## src/rtl/apb_tx_sequencer.sv

```systemverilog
// APB master that programs the TX slave for one transmission: cfg, payload burst, presc, count, start/release.
// Latency: SETUP follows start_i by one cycle; each write is SETUP/ACCESS/GAP, 3*(nwords+5) cycles at zero wait.
// Backpressure: PREADY_i low stretches ACCESS (aborts after TIMEOUT cycles); payload waits in GAP with PSELx low.
module apb_tx_sequencer #(
  parameter int ADDRESSWIDTH = 3,
  parameter int DATAWIDTH    = 18,
  parameter int CNTW         = 8,
  parameter int START_BIT    = 3,
  parameter int TIMEOUT      = 16
) (
  input  logic                    PCLK,
  input  logic                    PRESETn,
  input  logic                    start_i,
  input  logic [DATAWIDTH-1:0]    cfg_i,
  input  logic [DATAWIDTH-1:0]    presc_i,
  input  logic [DATAWIDTH-1:0]    count_i,
  input  logic [DATAWIDTH-1:0]    ctrl_i,
  input  logic [CNTW-1:0]         nwords_i,
  input  logic [DATAWIDTH-1:0]    data_i,
  input  logic                    data_valid_i,
  output logic                    data_ready_o,
  output logic [ADDRESSWIDTH-1:0] PADDR_o,
  output logic [DATAWIDTH-1:0]    PWDATA_o,
  output logic                    PWRITE_o,
  output logic                    PSELx_o,
  output logic                    PENABLE_o,
  input  logic                    PREADY_i,
  input  logic [DATAWIDTH-1:0]    PRDATA_i,
  output logic                    busy_o,
  output logic                    done_o,
  output logic                    err_o
);

  localparam int TW = $clog2(TIMEOUT + 1);
  localparam logic [DATAWIDTH-1:0] START_MASK = DATAWIDTH'(1) << START_BIT;

  typedef enum logic [1:0] {ST_IDLE, ST_SETUP, ST_ACCESS, ST_GAP} state_t;
  typedef enum logic [2:0] {SP_CFG, SP_DATA, SP_PRESC, SP_CNT, SP_GO, SP_REL} step_t;

  state_t                  state_q, state_d;
  step_t                   step_q, step_d;
  logic [CNTW-1:0]         words_q, words_d;
  logic [TW-1:0]           tmo_q, tmo_d;
  logic [ADDRESSWIDTH-1:0] paddr_q, paddr_d;
  logic [DATAWIDTH-1:0]    pwdata_q, pwdata_d;
  logic [DATAWIDTH-1:0]    presc_q, count_q, ctrl_q;
  logic                    done_q, done_d, err_q, err_d, latch_en;

  // Readback data is reserved for a future verify step.
  logic unused_prdata;
  assign unused_prdata = ^PRDATA_i;

  // State, step, counters, bus registers and latched job parameters.
  always_ff @(posedge PCLK or negedge PRESETn) begin
    if (!PRESETn) begin
      state_q  <= ST_IDLE;
      step_q   <= SP_CFG;
      words_q  <= '0;
      tmo_q    <= '0;
      paddr_q  <= '0;
      pwdata_q <= '0;
      presc_q  <= '0;
      count_q  <= '0;
      ctrl_q   <= '0;
      done_q   <= 1'b0;
      err_q    <= 1'b0;
    end else begin
      state_q  <= state_d;
      step_q   <= step_d;
      words_q  <= words_d;
      tmo_q    <= tmo_d;
      paddr_q  <= paddr_d;
      pwdata_q <= pwdata_d;
      done_q   <= done_d;
      err_q    <= err_d;
      if (latch_en) begin
        presc_q <= presc_i;
        count_q <= count_i;
        ctrl_q  <= ctrl_i;
      end
    end
  end

  // Next-state: bus phase sequencing, step advance, payload handshake and timeout abort.
  always_comb begin
    state_d  = state_q;
    step_d   = step_q;
    words_d  = words_q;
    tmo_d    = tmo_q;
    paddr_d  = paddr_q;
    pwdata_d = pwdata_q;
    done_d   = 1'b0;
    err_d    = 1'b0;
    latch_en = 1'b0;
    unique case (state_q)
      ST_IDLE: begin
        if (start_i) begin
          latch_en = 1'b1;
          state_d  = ST_SETUP;
          step_d   = SP_CFG;
          words_d  = nwords_i;
          tmo_d    = '0;
          paddr_d  = ADDRESSWIDTH'(0);
          pwdata_d = cfg_i;
        end
      end
      ST_SETUP: begin
        state_d = ST_ACCESS;
        tmo_d   = '0;
      end
      ST_ACCESS: begin
        if (PREADY_i) begin
          if (step_q == SP_REL) begin
            state_d = ST_IDLE;
            done_d  = 1'b1;
          end else begin
            state_d = ST_GAP;
            unique case (step_q)
              SP_CFG, SP_DATA: step_d = (words_q != '0) ? SP_DATA : SP_PRESC;
              SP_PRESC:        step_d = SP_CNT;
              SP_CNT:          step_d = SP_GO;
              default:         step_d = SP_REL;
            endcase
          end
        end else if (tmo_q == TW'(TIMEOUT - 1)) begin
          state_d = ST_IDLE;
          err_d   = 1'b1;
        end else begin
          tmo_d = tmo_q + 1'b1;
        end
      end
      default: begin
        // GAP: a DATA step waits here for the payload; other steps issue immediately.
        if (step_q == SP_DATA) begin
          if (data_valid_i) begin
            state_d  = ST_SETUP;
            paddr_d  = ADDRESSWIDTH'(2);
            pwdata_d = data_i;
            words_d  = words_q - 1'b1;
          end
        end else begin
          state_d = ST_SETUP;
          unique case (step_q)
            SP_PRESC: begin paddr_d = ADDRESSWIDTH'(3); pwdata_d = presc_q;               end
            SP_CNT:   begin paddr_d = ADDRESSWIDTH'(4); pwdata_d = count_q;               end
            SP_GO:    begin paddr_d = ADDRESSWIDTH'(1); pwdata_d = ctrl_q | START_MASK;   end
            default:  begin paddr_d = ADDRESSWIDTH'(1); pwdata_d = ctrl_q & ~START_MASK;  end
          endcase
        end
      end
    endcase
  end

  assign PSELx_o      = (state_q == ST_SETUP) || (state_q == ST_ACCESS);
  assign PENABLE_o    = (state_q == ST_ACCESS);
  assign PWRITE_o     = PSELx_o;
  assign busy_o       = (state_q != ST_IDLE);
  assign data_ready_o = (state_q == ST_GAP) && (step_q == SP_DATA);
  assign PADDR_o      = paddr_q;
  assign PWDATA_o     = pwdata_q;
  assign done_o       = done_q;
  assign err_o        = err_q;

endmodule

```

## config.mk

```make
export PLATFORM = sky130hd
export DESIGN_NAME = apb_tx_sequencer
export DESIGN_NICKNAME = d
export VERILOG_FILES = /design/src/rtl/apb_tx_sequencer.sv
export SDC_FILE = /design/constraint.sdc
export NUM_CORES = 1
export LEC_CHECK = 0
export ABC_AREA = 1
export CORE_MARGIN = 8
export CORE_UTILIZATION = 51
export DETAILED_ROUTE_END_ITERATION = 12
export DONT_BUFFER_PORTS = 1
export PLACE_DENSITY = 0.69
export SYNTH_ARGS = -nofsm -noshare
export SYNTH_HDL_FRONTEND = slang
export SYNTH_SLANG_ARGS = --single-unit
```

## constraint.sdc

```tcl
create_clock -name PCLK -period 2.2 [get_ports PCLK]
set_clock_uncertainty 0.15 [all_clocks]
set_input_delay 0.55 -clock PCLK [delete_from_list [all_inputs] [get_ports PCLK]]
set_output_delay 0.55 -clock PCLK [all_outputs]
set_load 0.01 [all_outputs]
```

==> reports/summary.txt, run 1 <==
Clk slew on worst S/H paths = 100 ps
Gp weighted congestion = 0.8317
Total power = 0.008121 W
Termination of the worst setup path = data_ready_o
Status = complete, but fails checks
Number of top-level pins = 149
Rel. slew slack = 0.7770
Global-route wire length before repair = 19490 µm
Violated checks = negative hold slack
Synth warn = 0
Instance count of the mapped netlist = 594
Element type at the critical path end = primary output
Worst min-delay path category = input port to asynchronous set/reset pin
Vertical extent of the die = 114.6 µm
Post-synthesis register bit count = 94
Fraction of final layout cells sized beyond drive strength 1 = 0.1780
Cell internal power dissipation = 0.004672 W
Worst reg2reg startpoint = tmo_q[0]
Crit Path Class = flop to primary output
Start point of the critical path = step_q[2]
Endpoint of the worst-slack reg-to-reg timing path = tmo_q[2]
Number of vias in the routed layout = 3868
Post-synthesis sequential area ratio = 0.4744
Cell chosen for the clock root = sky130_fd_sc_hd__clkbuf_8
CTS tree = built
Worst-Skew Late Latency = 380 ps
Pin count of the biggest net entering global routing = 95
Vias in the first global route = 3713
Cell taking the most area after synthesis = sky130_fd_sc_hd__dfrtp_1
Arr. time, crit path = 1400 ps
Violation count after the first detailed-routing iteration = 310
First drt pass iteration count = 4
Grt met1 use = 0.2574
IO Port Bufs = 0
Sum of negative setup slack = 0 ps
Total count of max-transition violations in the final report = 0
Fraction of the mapped netlist area in simple logic gates = 0.2945
Antenna violations before repair = 3
DRC violations left = 0
Met3 capacity usage during global routing = 0.06698
Highest cell delay on the worst timing path = 510 ps
Die area = 13130 µm²
Post-route standard cell area excluding fillers = 5408 µm²
Width of the die = 114.6 µm
WHS = -287.4 ps
Adder and majority gate portion of the synthesized area = 0.02019
Static power due to leakage = 2.575 nW
Cell Pwr Density = 1502 nW/µm²
Slowest cell on crit path = sky130_fd_sc_hd__dfrtp_1
Depth of the CTS H-tree = 3
Number of maximum-capacitance violations = 0
Distinct cell type count after synthesis = 32
Synthesized area per cell = 8.348 µm²
Top cell types by occurrence after synthesis = sky130_fd_sc_hd__nand2_1, sky130_fd_sc_hd__dfrtp_1, sky130_fd_sc_hd__nor2_1
Global-route congestion overflow total = 0
Unrepaired setup endpoints after global routing = no
Minimum clock period after layout = 2098 ps
Net Sw Frac = 0.4246
Clock net sink count = 94
Sequential share of power = 0.386
Most used routing layer in global routing = met2
Cell area after placement = 5124 µm²
Post-synth EDFFs = 0
Area fraction in compound gates after synthesis = 0.03507
Cts bufs inserted = 9
Via density per instance = 5.270
Share of synthesized area spent on multiplexers = 0.1224
Core area = 9594 µm²
HPWL after DPL = 8951 µm
Library cell with the highest instance count after synthesis = sky130_fd_sc_hd__nand2_1
Dominant synthesized flop cell = sky130_fd_sc_hd__dfrtp_1
Relative contribution of the clock network to total power = 0.138
Net switching component of the power = 0.003448 W
Initial standard-cell utilization of the core = 0.5168
Largest fanout of any net on the critical path = 8
Site row count = 36
Wire length after detailed routing = 12380 µm
Number of nets with antenna violations after detailed routing = 0
Most numerous cell on the critical path = sky130_fd_sc_hd__nor2_2
Average detailed-routed wire length per instance = 16.87 µm
Register-to-register path setup slack = 240 ps
Largest buffer count on any clock path = 2
Combinational power share = 0.476
Share of the clock period used by the worst path = 0.9534
Met2 usage in global routing = 0.2893
Post-synthesis cell area = 4959 µm²
Maximum achievable frequency = 0.4768 GHz
Parity-gate share of the synthesized area counting xor and xnor cells = 0
Number of inserted filler cells in the final layout = 883
N_diodes = 0
Final Hold Violating Endpoints = 94
Critical Path Source Type = flop
Ordered list of cells on the worst path = nor2_2, nand2_1, nor2_2
Biggest area contributors in the synthesized netlist = sky130_fd_sc_hd__dfrtp_1, sky130_fd_sc_hd__nand2_1, sky130_fd_sc_hd__mux2_2, sky130_fd_sc_hd__nor2_1, sky130_fd_sc_hd__nand3_1
Gr usage total = 0.1934
Data required time of the critical path = 1500 ps
Async set-reset flop share out of synthesis = 1.000
Reg2reg path depth = 9
Number of nets in the finished design = 725
Measured slew at the worst slew-check pin = 331.1 ps
Area Overhead vs Synth = 9.059%
Area share of the largest cell type after synthesis = 0.4744
Final setup violating endpoints = 0
Net count after synthesis = 723
Largest family of logic cells by synthesized area = simple AND/OR/NAND/NOR gates
Max VDD drop = 571.4 µV
## worst max-delay path, delay by kind of cell (launching register included)
kind             cells  cell delay, ps
flip-flops           1             510
AND/OR/NAND/NOR      3             520
## worst min-delay path by stage
stage,slack [ps],end,depth (start not counted)
6_report,-290,presc_q[6],0
5_1_grt,-320,state_q[1],0
4_1_cts,-310,presc_q[16],0
3_5_place_dp,110,count_q[2],0
3_3_place_gp,110,count_q[2],0
2_1_floorplan,100,PADDR_o[0],0
## stage by stage
stage            util  worst slack [ps]  cells  hold WS, ps
2_1_floorplan       -             306.0    594        104.4
3_3_place_gp   0.5340             259.4    714        108.5
3_5_place_dp   0.5340             136.1    714        108.6
4_1_cts        0.5603             15.16    732       -306.1
5_1_grt        0.5636             34.78    734       -323.9
6_report       0.5636             102.5    734       -287.4
## timing repair
item | CTS | global route
gates resized for setup | 4 | 4
cloned | 1 | 0
endpoints found under the hold margin | 94 | 94
endpoints found under the setup margin | 1 | 5
setup buffers | 1 | 2
pin swaps | 0 | 1
## power groups by stage
stage	Clock [W]	Combinational, W	Sequential, W
CTS	0.00115	0.00378	0.00315
floorplan	0	0.00287	0.00300
detailed placement	0	0.00360	0.00318
finish	0.00112	0.00387	0.00314
global placement	0	0.00348	0.00314
global route	0.00123	0.00436	0.00325
## cells in the final DEF (no fill, tap or decap), types with 2 or more instances in the layout
master,instances
sky130_fd_sc_hd__mux2_2,53
sky130_fd_sc_hd__nor2_1,87
sky130_fd_sc_hd__nor2_2,3
sky130_fd_sc_hd__clkinvlp_4,3
sky130_fd_sc_hd__buf_4,14
sky130_fd_sc_hd__nor3_1,2
sky130_fd_sc_hd__ha_1,6
sky130_fd_sc_hd__nand3_1,28
sky130_fd_sc_hd__o21ai_1,3
sky130_fd_sc_hd__a21oi_1,5
sky130_fd_sc_hd__dfrtp_1,94
sky130_fd_sc_hd__nand2_1,193
sky130_fd_sc_hd__clkbuf_8,9
sky130_fd_sc_hd__and2_0,10
sky130_fd_sc_hd__nand4_1,14
sky130_fd_sc_hd__clkinv_4,2
sky130_fd_sc_hd__inv_2,5
sky130_fd_sc_hd__nand2_2,3
sky130_fd_sc_hd__buf_12,4
sky130_fd_sc_hd__inv_1,22
sky130_fd_sc_hd__o21ai_0,21
sky130_fd_sc_hd__and2_1,3
## layer usage
| metal | share of wire | up-vias |
|---|---|---|
| met5 | 0.0023 | - |
| met4 | 0.011 | 6 |
| met3 | 0.097 | 18 |
| met2 | 0.45 | 139 |
| met1 | 0.44 | 1790 |
| li1 | - | 1915 |
## kinds of logic after synthesis
kind of cell | Yosys count
AO/OA/AOI/OAI | 33
adder cells (fa/ha/maj) | 8
buffers and inverters | 57
flip-flops | 94
multiplexers | 54
AND/OR/NAND/NOR | 348
## area by class of cell
| class | count | area [µm²] | share of cell area |
|---|---|---|---|
| clock buffer | 9 | 123.9 | 0.02291 |
| sequential | 94 | 2352 | 0.4350 |
| timing repair buffer | 19 | 217.7 | 0.04026 |
| clock inverter | 7 | 68.82 | 0.01273 |
| inverter | 29 | 115.1 | 0.02129 |
| multi-input combinational | 443 | 2364 | 0.4371 |
| tap | 133 | 166.4 | 0.03077 |
## flip-flops by register name, summed over array words and instances, names as in the netlist
name      cells
PWDATA_o     18
count_q      18
presc_q      18
ctrl_q       17
words_q       8
tmo_q         5
PADDR_o       3
step_q        3
state_q       2
done_o        1
err_o         1
No activity file was read; power rests on OpenSTA's default activity.
==> run 2: changes to the inputs <==
--- a/config.mk
+++ b/config.mk
@@ -6,7 +6,6 @@
 export NUM_CORES = 1
 export LEC_CHECK = 0
 export ABC_AREA = 1
-export CORE_MARGIN = 8
 export CORE_UTILIZATION = 51
 export DETAILED_ROUTE_END_ITERATION = 12
 export DONT_BUFFER_PORTS = 1
==> reports/summary.txt, run 2 (synthesized netlist as in run 1, its figures left out) <==
Global-route congestion overflow total = 0 (unchanged)
Minimum clock period after layout = 2097 ps (-0.1060 ps)
Data required time of the critical path = 1500 ps (about the same)
Sequential share of power = 0.376 (-0.010)
Total count of max-transition violations in the final report = 0 (unchanged)
IO Port Bufs = 0 (unchanged)
Share of the clock period used by the worst path = 0.9534 (about the same)
Area Overhead vs Synth = 9.059% (unchanged)
Number of maximum-capacitance violations = 0 (unchanged)
WHS = -280.2 ps (+7.243 ps)
Slowest cell on crit path = sky130_fd_sc_hd__dfrtp_1
Width of the die = 100.6 µm (-12%)
Antenna violations before repair = 1 (-2)
Number of nets in the finished design = 720 (-0.69%)
Number of vias in the routed layout = 3779 (-2.3%)
Net Sw Frac = 0.3998 (-0.02486)
Crit Path Class = flop to primary output
Vertical extent of the die = 100.6 µm (-12%)
Pin count of the biggest net entering global routing = 95 (unchanged)
Post-route standard cell area excluding fillers = 5408 µm² (unchanged)
Maximum achievable frequency = 0.4768 GHz (about the same)
First drt pass iteration count = 4 (unchanged)
Cell area after placement = 5124 µm² (unchanged)
Site row count = 35 (-2.8%)
Fraction of final layout cells sized beyond drive strength 1 = 0.1661 (-0.01193)
Static power due to leakage = 2.585 nW (+0.38%)
Measured slew at the worst slew-check pin = 322.8 ps (-8.254 ps)
Clk slew on worst S/H paths = 100 ps (about the same)
Largest buffer count on any clock path = 2 (unchanged)
Highest cell delay on the worst timing path = 500 ps (about the same)
Initial standard-cell utilization of the core = 0.5316 (+0.01477)
Clock net sink count = 94 (unchanged)
Net switching component of the power = 0.003310 W (-4.0%)
Die area = 10120 µm² (-23%)
Core area = 9328 µm² (-2.8%)
Largest fanout of any net on the critical path = 8 (unchanged)
Final Hold Violating Endpoints = 94 (unchanged)
HPWL after DPL = 8285 µm (-7.4%)
Cts bufs inserted = 9 (unchanged)
Element type at the critical path end = primary output
DRC violations left = 0 (unchanged)
Number of nets with antenna violations after detailed routing = 0 (unchanged)
Violated checks = negative hold slack
Final setup violating endpoints = 0 (unchanged)
Cell chosen for the clock root = sky130_fd_sc_hd__clkbuf_8
Worst-Skew Late Latency = 360 ps (-20 ps)
Rel. slew slack = 0.7848 (+0.007835)
Unrepaired setup endpoints after global routing = no
Cell internal power dissipation = 0.004970 W (+6.4%)
CTS tree = built
Placed Instances = 709 (-0.70%)
Gp weighted congestion = 0.8316 (about the same)
Minimum setup slack in the final design = 102.6 ps (+0.1060 ps)
Combinational power share = 0.440 (-0.036)
Wire length after detailed routing = 11380 µm (-8.1%)
N_diodes = 0 (unchanged)
Gr usage total = 0.2314 (+0.03802)
Status = complete, but fails checks
Number of standard cells in the final layout excluding fillers = 725 (-1.2%)
Highest-count cells in the layout ignoring fill and taps = sky130_fd_sc_hd__nand2_1, sky130_fd_sc_hd__dfrtp_1, sky130_fd_sc_hd__nor2_1
Number of top-level pins = 149 (unchanged)
Via density per instance = 5.212 (-1.1%)
Pre-CTS setup slack = 183.3 ps (+47.14 ps)
Vias in the first global route = 3574 (-3.7%)
Average detailed-routed wire length per instance = 15.70 µm (-6.9%)
Arr. time, crit path = 1400 ps (about the same)
Max VDD drop = 644.1 µV (+13%)
Ordered list of cells on the worst path = nor2_2, nand2_1, nor2_1
Cell Pwr Density = 1531 nW/µm² (+2.0%)
Most common cell after layout, fill and taps aside = sky130_fd_sc_hd__nand2_1
Violation count after the first detailed-routing iteration = 160 (-48%)
Worst min-delay path category = input port to asynchronous set/reset pin
Depth of the CTS H-tree = 3 (unchanged)
Global-route wire length before repair = 17700 µm (-9.2%)
Sum of negative setup slack = 0 ps (unchanged)
Relative contribution of the clock network to total power = 0.184 (+0.046)
Critical Path Source Type = flop
run 2: critical path, delay by kind of cell (launching register included):
| kind | cells | cell delay [ps] |
|---|---|---|
| DFF | 1 | 500 |
| and+or+nand+nor | 3 | 530 |
run 2: power groups by stage:
stage	Clock, W	Sequential (W)	Combinational [W]
CTS	0.00153	0.00312	0.00362
finish	0.00152	0.00311	0.00365
detailed placement	0	0.00315	0.00359
global placement	0	0.00312	0.00347
global route	0.00161	0.00322	0.00415
floorplan	0	0.00300	0.00287
run 2: timing repair:
item / in CTS / in global routing
setup endpoints to repair: 1 / 4
endpoints found under the hold margin: 94 / 94
buffers inserted: 0 / 0
resized for setup: 1 / 4
run 2: layout make-up:
type / count / area (µm²)
Multi-Input combinational cell: 443 / 2361
Clock buffer: 9 / 123.9
Clock inverter: 7 / 142.6
Inverter: 29 / 111.4
Sequential cell: 94 / 2352
Fill cell: 852 / 3920
Tap cell: 129 / 161.4
Timing Repair Buffer: 14 / 155.1
run 2: layer usage:
metal / up-vias / part of all wire / wire, µm / GRT usage
li1: 1892 / - / - / -
met1: 1753 / 0.46 / 5273 / 0.3255
met4: 2 / 0.0095 / 108 / 0.06355
met2: 122 / 0.45 / 5070 / 0.3567
met5: - / 0.00088 / 10 / 0
met3: 10 / 0.081 / 919 / 0.05825
run 2: through the flow:
| step | total power [W] | util | hold WS [ps] |
|---|---|---|---|
| 2_1_floorplan | 0.005870 | - | 104.4 |
| 3_3_place_gp | 0.006588 | 0.5493 | 107.0 |
| 3_5_place_dp | 0.006748 | 0.5493 | 107.3 |
| 4_1_cts | 0.008272 | 0.5781 | -288.9 |
| 5_1_grt | 0.008985 | 0.5797 | -305.6 |
| 6_report | 0.008280 | 0.5797 | -280.2 |
run 2: path summary, 6_finish.rpt:
path	from	endpoint	slack, ps	cells past startpoint
min	PRESETn	PWDATA_o[0]	-280	0
max reg2reg	tmo_q[0]	tmo_q[2]	300	9
min in group PCLK	PREADY_i	err_o	110	1
min reg2reg	count_q[4]	count_q[4]	360	1
max in group asynchronous	PRESETn	presc_q[9]	2040	0
max	step_q[2]	data_ready_o	100	3
